**src/rtl/byte_striping_pair_if.sv**
```systemverilog
// Word-stream and lane bundle for byte_striping_pair.
// STRIPE_PARITY_EN adds the parity_0/parity_1 lane parity signals.
interface byte_striping_pair_if #(
    parameter int DATA_W = 32,
    parameter int CNT_W  = 8
);
    logic [DATA_W-1:0] data_in;
    logic              valid_in;
    logic [DATA_W-1:0] lane0;
    logic [DATA_W-1:0] lane1;
    logic              valid_0;
    logic              valid_1;
    logic              phase_f;
    logic [CNT_W-1:0]  pair_count;
`ifdef STRIPE_PARITY_EN
    logic              parity_0;
    logic              parity_1;

    // master: word source / lane consumer; slave: the striping block
    modport master (output data_in, valid_in,
                    input  lane0, lane1, valid_0, valid_1, phase_f, pair_count, parity_0, parity_1);
    modport slave  (input  data_in, valid_in,
                    output lane0, lane1, valid_0, valid_1, phase_f, pair_count, parity_0, parity_1);
`else
    modport master (output data_in, valid_in,
                    input  lane0, lane1, valid_0, valid_1, phase_f, pair_count);
    modport slave  (input  data_in, valid_in,
                    output lane0, lane1, valid_0, valid_1, phase_f, pair_count);
`endif
endinterface

```
**src/rtl/byte_striping_pair.sv**
```systemverilog
// Splits a full-rate word stream into even/odd lanes launched as aligned pairs at half rate.
// STRIPE_PARITY_EN adds per-lane XOR parity registered with each launch.
module byte_striping_pair #(
    parameter int DATA_W       = 32,
    parameter int FLUSH_CYCLES = 4,
    parameter int CNT_W        = 8
) (
    input  logic                 clk_2f,
    input  logic                 reset,
    byte_striping_pair_if.slave  bus
);
    typedef enum logic {IDLE = 1'b0, HALF = 1'b1} state_t;

    localparam logic [7:0] IDLE_LAST = 8'(FLUSH_CYCLES - 1);

    state_t            state_reg, state_next;
    logic [DATA_W-1:0] slot0_reg, slot0_next;
    logic [7:0]        idle_cnt_reg, idle_cnt_next;

    logic [DATA_W-1:0] pend0_reg, pend1_reg;
    logic [DATA_W-1:0] pend0_next, pend1_next;
    logic              pend_v1_reg, pend_v1_next;
    logic              pend_full_reg;
    logic              pend_load;

    logic [DATA_W-1:0] lane0_reg, lane1_reg;
    logic              valid_0_reg, valid_1_reg;
    logic              phase_reg;
    logic [CNT_W-1:0]  count_reg;
`ifdef STRIPE_PARITY_EN
    logic              parity_0_reg, parity_1_reg;
`endif

    // State register: collector, pending pair and launch stage
    always_ff @(posedge clk_2f) begin
        if (reset) begin
            state_reg     <= IDLE;
            slot0_reg     <= '0;
            idle_cnt_reg  <= '0;
            pend0_reg     <= '0;
            pend1_reg     <= '0;
            pend_v1_reg   <= 1'b0;
            pend_full_reg <= 1'b0;
            lane0_reg     <= '0;
            lane1_reg     <= '0;
            valid_0_reg   <= 1'b0;
            valid_1_reg   <= 1'b0;
            phase_reg     <= 1'b0;
            count_reg     <= '0;
`ifdef STRIPE_PARITY_EN
            parity_0_reg  <= 1'b0;
            parity_1_reg  <= 1'b0;
`endif
        end else begin
            state_reg    <= state_next;
            slot0_reg    <= slot0_next;
            idle_cnt_reg <= idle_cnt_next;
            phase_reg    <= ~phase_reg;
            if (pend_load) begin
                pend0_reg   <= pend0_next;
                pend1_reg   <= pend1_next;
                pend_v1_reg <= pend_v1_next;
            end
            // A refill on a launch edge keeps the buffer full; launch consumes the old pair
            pend_full_reg <= pend_load | (pend_full_reg & ~phase_reg);
            if (phase_reg) begin
                if (pend_full_reg) begin
                    lane0_reg    <= pend0_reg;
                    lane1_reg    <= pend1_reg;
                    valid_0_reg  <= 1'b1;
                    valid_1_reg  <= pend_v1_reg;
                    count_reg    <= count_reg + 1'b1;
`ifdef STRIPE_PARITY_EN
                    parity_0_reg <= ^pend0_reg;
                    parity_1_reg <= ^pend1_reg;
`endif
                end else begin
                    valid_0_reg <= 1'b0;
                    valid_1_reg <= 1'b0;
                end
            end
        end
    end

    // Next-state: pair up words, or flush a lone word after the idle timeout
    always_comb begin
        state_next    = state_reg;
        slot0_next    = slot0_reg;
        idle_cnt_next = idle_cnt_reg;
        pend_load     = 1'b0;
        pend0_next    = slot0_reg;
        pend1_next    = '0;
        pend_v1_next  = 1'b0;
        case (state_reg)
            IDLE: begin
                if (bus.valid_in) begin
                    slot0_next    = bus.data_in;
                    idle_cnt_next = '0;
                    state_next    = HALF;
                end
            end
            HALF: begin
                if (bus.valid_in) begin
                    pend_load    = 1'b1;
                    pend1_next   = bus.data_in;
                    pend_v1_next = 1'b1;
                    state_next   = IDLE;
                end else if (idle_cnt_reg == IDLE_LAST) begin
                    pend_load  = 1'b1;
                    state_next = IDLE;
                end else begin
                    idle_cnt_next = idle_cnt_reg + 8'd1;
                end
            end
            default: state_next = IDLE;
        endcase
    end

    // Outputs come straight from registers
    always_comb begin
        bus.lane0      = lane0_reg;
        bus.lane1      = lane1_reg;
        bus.valid_0    = valid_0_reg;
        bus.valid_1    = valid_1_reg;
        bus.phase_f    = phase_reg;
        bus.pair_count = count_reg;
`ifdef STRIPE_PARITY_EN
        bus.parity_0   = parity_0_reg;
        bus.parity_1   = parity_1_reg;
`endif
    end
endmodule

```
**src/flat_wrapper.sv**
```systemverilog
// flat-port wrapper written by rule: the top's interface ports become plain ports
module byte_striping_pair_flat 
#(
    parameter int DATA_W       = 32,
    parameter int FLUSH_CYCLES = 4,
    parameter int CNT_W        = 8
)
  (clk_2f, reset, bus_data_in, bus_valid_in, bus_lane0, bus_lane1, bus_valid_0, bus_valid_1, bus_phase_f, bus_pair_count);
  byte_striping_pair_if #(.DATA_W(DATA_W), .CNT_W(CNT_W)) bus_i ();
  input  logic clk_2f;
  input  logic reset;
  input wire logic [$bits(bus_i.data_in)-1:0] bus_data_in;
  input wire logic [$bits(bus_i.valid_in)-1:0] bus_valid_in;
  output wire logic [$bits(bus_i.lane0)-1:0] bus_lane0;
  output wire logic [$bits(bus_i.lane1)-1:0] bus_lane1;
  output wire logic [$bits(bus_i.valid_0)-1:0] bus_valid_0;
  output wire logic [$bits(bus_i.valid_1)-1:0] bus_valid_1;
  output wire logic [$bits(bus_i.phase_f)-1:0] bus_phase_f;
  output wire logic [$bits(bus_i.pair_count)-1:0] bus_pair_count;
  assign bus_i.data_in = bus_data_in;
  assign bus_i.valid_in = bus_valid_in;
  assign bus_lane0 = bus_i.lane0;
  assign bus_lane1 = bus_i.lane1;
  assign bus_valid_0 = bus_i.valid_0;
  assign bus_valid_1 = bus_i.valid_1;
  assign bus_phase_f = bus_i.phase_f;
  assign bus_pair_count = bus_i.pair_count;
  byte_striping_pair #(.DATA_W(DATA_W), .FLUSH_CYCLES(FLUSH_CYCLES), .CNT_W(CNT_W)) u_core (.clk_2f(clk_2f), .reset(reset), .bus(bus_i));
endmodule
```
**config.mk**
```make
export PLATFORM = sky130hd
export DESIGN_NAME = byte_striping_pair_flat
export DESIGN_NICKNAME = d
export VERILOG_FILES = /design/src/rtl/byte_striping_pair_if.sv /design/src/rtl/byte_striping_pair.sv /design/src/flat_wrapper.sv
export SDC_FILE = /design/constraint.sdc
export NUM_CORES = 1
export LEC_CHECK = 0
export ABC_AREA = 1
export ABC_CLOCK_PERIOD_IN_PS = 2100
export BUFFER_PORTS_ARGS = -buffer_cell sky130_fd_sc_hd__buf_2
export CAP_MARGIN = 20
export CORE_UTILIZATION = 36
export DETAILED_ROUTE_END_ITERATION = 16
export GPL_ROUTABILITY_DRIVEN = 1
export PLACE_DENSITY_LB_ADDON = 0.1
export RECOVER_POWER = 25
export SLEW_MARGIN = 20
export SYNTH_ARGS = -nofsm -noshare
export SYNTH_HDL_FRONTEND = slang
export SYNTH_SLANG_ARGS = --single-unit
```
**constraint.sdc**
```tcl
create_clock -name clk_2f -period 2.1 [get_ports clk_2f]
set_input_delay 0.42 -clock clk_2f [delete_from_list [all_inputs] [get_ports clk_2f]]
set_output_delay 0.42 -clock clk_2f [all_outputs]
set_load 0.05 [all_outputs]
```
==> results by group <==
Critical path
  – Crit path largest cell delay: about 0.74 ns
  – Worst Setup SP: u_core.bus.phase_f
  – Nature of the critical path startpoint: register
  – Cell seen most often among critical-path stages: sky130_fd_sc_hd__nor2_1
  – Data arrival time of the critical path: just over 2 ns
  – Worst reg2reg path depth: 5
  – Worst reg2reg setup slack: 0.42 ns
  – Maximum fanout along the worst path: 50
  – Critical R2R Capture: u_core.bus.lane0[10]
  – Data required time of the critical path: 2.46 ns
  – Cell-by-cell trace of the critical path: nand2_1 -> inv_1 -> buf_2 -> nor2_1 -> nor2_1
  – Startpoint-to-endpoint class of the critical path: reg2reg
  – Cell with the largest stage delay on the worst path: sky130_fd_sc_hd__buf_2
  – Reg2reg start: u_core.bus.phase_f
  – Endpoint kind of the worst setup timing path: register

Synthesis
  – Yosys reg bits: roughly 180
  – Distinct cell type count after synthesis: 31
  – Count of yosys warnings during synthesis: 0
  – Cell accounting for the most synthesized area: sky130_fd_sc_hd__dfxtp_1
  – Cell count after synthesis: ~850
  – Avg Cell Area, Syn: approximately 8 µm²
  – Leading post-synthesis cells by cell area: sky130_fd_sc_hd__dfxtp_1 54%, sky130_fd_sc_hd__nor2_1 15%, sky130_fd_sc_hd__o21ai_0 9.3%
  – Top-area cell type share of the netlist area: 53.8%
  – Post-synthesis cell area: 6780 µm²
  – Synth Net Count: approximately 890
  – Sequential share of the synthesized area: between 50% and 60%

GRT
  – Global-route track usage on met1: 22.0%
  – GR met2 Demand/Resource: between 30% and 40%
  – Most congested layer reported by global routing: met2
  – Total routing usage reported by global routing: 17.9%
  – First-pass GRT wire length: ~27,000 µm
  – Vias in the first global route: between 5,000 and 6,000
  – Global-route congestion overflow total: 0
  – Number of antenna violations at the first check in global routing: 0
  – Largest net degree at the start of global routing: 111
  – Routing usage on met3: 4.18%

Placed design
  – IO buf count: about 110
  – Post-DP HPWL: 10,800 µm
  – Number of placed instances with taps included: roughly 1,100
  – Routability congestion estimate: between 0.7 and 0.8
  – Post-placement setup slack: between 0.4 and 0.5 ns

Timing
  – Setup slack after layout: around 0.42 ns
  – Tightest slew margin relative to the limit: 37.2%
  – Worst-case clock skew: about 0.017 ns
  – Setup violators final: 0
  – Post-route minimum period: 1.68 ns
  – RSZ-0062 raised after global routing: no
  – Max Transition Viols Final: 0
  – Timing-limited maximum frequency: around 590 MHz
  – Number of hold violations in the final report: 0
  – Portion of the clock cycle consumed by the worst path in the final layout: approximately four fifths
  – Least-Margin Pin Slew: roughly 0.94 ns
  – Post-route setup TNS: 0 ns

CTS
  – Post-CTS setup-driven buffer insertion count: 0
  – Skew-Pair Late Insertion Delay: 0.44 ns
  – Count of hold-fix buffers inserted at cts: 0
  – Resized Gates After CTS: 0
  – CTS tree: done
  – Clock transition at path regs: about 0.070 ns
  – CTS H-tree depth: 4
  – Total number of clock tree sinks: roughly 180
  – Maximum count of clock buffers along a single path: 2
  – Total CTS buffers: 17
  – Root buffer selected by CTS: sky130_fd_sc_hd__clkbuf_16

Final layout
  – Ratio of cells with drive above 1 in the final layout: about a fifth
  – Filler-free cell count of the finished design: 1,177
  – Area growth from synthesis to layout: 17.5%
  – Number of nets in the final layout: 973
  – # fillers: around 1,900
  – # diodes: 0

Power
  – Portion of total power attributed to sequential cells: 49.0%
  – Leakage power summed over all cells: about 3.3 nW
  – Power Dens Cells: 944 nW/µm²
  – IR Drop Worst-Case VDD: ~0.00056 V
  – Fraction of power spent switching nets: around a quarter
  – Part of the power in combinational logic: between 8 and 9%
  – Share of total power in the clock network: roughly 43%
  – Cell internal power dissipation: 5.63 mW
  – Net Sw Power: between 1.5 and 2 mW

Hold path
  – Terminating pin of the worst hold path: u_core.pend0_next[31]
  – Kind of path behind the tightest hold check: in2reg
  – Worst Hold Launch: bus_data_in[31]
  – Hold path depth: 3

Detailed routing
  – Detailed Route Iter0 Violations: 299
  – Routed Wire Length: 16,600 µm
  – First-pass DRT Iterations: 11
  – DRC viols: 6
  – Count of antenna-violating nets left after detailed routing: 0
  – Average routed wire per standard cell: between 10 and 15 µm
  – DR vias/cell: 4.68
  – Number of vias after detailed routing: about 5,500

Status
  – Violations in the final reports: design-rule violations
  – Outcome: complete, but fails checks

Floorplanning
  – Die Span X: around 140 µm
  – Top Ports: 110
  – Area of the core: about 18,000 µm²
  – Die ar.: 19,400 µm²
  – Initial Utilization: 37.2%
  – Vertical extent of the die: approximately 140 µm
  – Floorplan row count: approximately 50

Flow run
  – MaxCap Viol Count: 0
==> cell usage after synthesis, drive strengths merged <==
master and n:
a32o 1, nand3 19, clkbuf 33, ha 2, nor2 278, inv 21, a211o 1, nand2 100
nand3b 1, nand4 1, nor3 3, buf 23, xor2 1, a21oi 46, dfxtp 182, o21ai 137
==> per-layer routing <==
metal | vias up | wire, µm
li1 | 2893 | -
met1 | 2527 | 7800
met2 | 82 | 8100
met3 | 12 | 508
met4 | 0 | 159
met5 | - | 0
==> worst max-delay path: cells and delay by family (launching register included) <==
kind,cells,cell delay [ns]
and+or+nand+nor,3,0.36
buffers and inverters,2,0.86
DFF,1,0.37
==> stage by stage <==
stage | hold slack [ns] | power, mW | cell area, µm² | utilization, %
floorplan | 0.433 | 4.21 | 6780 | -
global placement | 0.445 | 4.41 | 7410 | 40.7
detailed placement | 0.452 | 4.40 | 7410 | 40.7
CTS | 0.212 | 7.62 | 8010 | 44.0
global route | 0.243 | 7.83 | 7960 | 43.7
finish | 0.220 | 7.51 | 7960 | 43.7
==> kinds of logic (layout without fill, tap and decap cells) <==
kind of cell,count (synthesis),in the layout,synth area share (%)
AO/OA/AOI/OAI,185,185,15.1
AND/OR/NAND/NOR,402,402,24.5
XOR/XNOR,1,1,0.129
adder cells (fa/ha/maj),2,2,0.369
flip-flops,182,182,53.8
buffers and inverters,77,176,6.09
==> final cells by class <==
cell class | count | area [µm²] | share of cell area, %
clock buffer | 21 | 470 | 5.91
multi-input combinational | 590 | 2710 | 34.0
timing repair buffer | 124 | 652 | 8.19
clock inverter | 10 | 121 | 1.52
tap | 229 | 287 | 3.60
inverter | 21 | 80.1 | 1.01
sequential | 182 | 3640 | 45.8
==> power groups by stage <==
| stage | sequential [mW] | combinational [mW] | clock [mW] |
|---|---|---|---|
| 6_report | 3.68 | 0.628 | 3.20 |
| 3_3_place_gp | 3.76 | 0.642 | 0 |
| 2_1_floorplan | 3.86 | 0.350 | 0 |
| 4_1_cts | 3.68 | 0.646 | 3.29 |
| 3_5_place_dp | 3.76 | 0.644 | 0 |
| 5_1_grt | 3.70 | 0.708 | 3.42 |
==> worst max path at each step <==
stage | end | slack [ns] | depth (start not counted)
after floorplan | u_core.bus.lane1[12] | 0.49 | 6
after global placement | u_core.pend1_reg[24] | 0.45 | 7
after detailed placement | u_core.pend1_reg[24] | 0.40 | 7
after CTS | u_core.pend1_reg[24] | 0.38 | 7
after global routing | u_core.bus.lane0[31] | 0.15 | 5
final | u_core.bus.lane0[10] | 0.42 | 5
==> cells in the final DEF, fill, tap and decap left out <==
cell                         synthesis  final
sky130_fd_sc_hd__clkbuf_8            0      3
sky130_fd_sc_hd__a21oi_2            20     20
sky130_fd_sc_hd__nand2_4             1      1
sky130_fd_sc_hd__buf_4               4      9
sky130_fd_sc_hd__nand4_1             1      1
sky130_fd_sc_hd__bufinv_16           0      2
sky130_fd_sc_hd__o21ai_4             1      1
sky130_fd_sc_hd__inv_1              17     18
sky130_fd_sc_hd__nor3_1              2      3
sky130_fd_sc_hd__nand3b_1            1      1
sky130_fd_sc_hd__a21oi_1            26     26
sky130_fd_sc_hd__nor2_2              9      9
sky130_fd_sc_hd__a211o_1             1      1
sky130_fd_sc_hd__clkinvlp_4          0      4
sky130_fd_sc_hd__nand2_2            24     24
sky130_fd_sc_hd__o21ai_2             1      1
sky130_fd_sc_hd__nand2_1            75     75
sky130_fd_sc_hd__clkinv_4            0      2
sky130_fd_sc_hd__ha_1                2      2
sky130_fd_sc_hd__o21ai_1             9      9
sky130_fd_sc_hd__clkbuf_16           0     17
sky130_fd_sc_hd__clkbuf_2            1      1
sky130_fd_sc_hd__nor2_1            266    267
sky130_fd_sc_hd__buf_2               9     95
sky130_fd_sc_hd__inv_2               4      2
sky130_fd_sc_hd__a32o_1              1      1
sky130_fd_sc_hd__nor2_4              3      2
sky130_fd_sc_hd__xor2_1              1      1
sky130_fd_sc_hd__nand3_1            19     19
sky130_fd_sc_hd__clkinv_2            0      2
sky130_fd_sc_hd__clkbuf_1           32     18
sky130_fd_sc_hd__inv_6               0      1
sky130_fd_sc_hd__o21ai_0           126    126
sky130_fd_sc_hd__dfxtp_1           182    182
sky130_fd_sc_hd__buf_12              2      2
No activity file was read; power rests on OpenSTA's default activity.
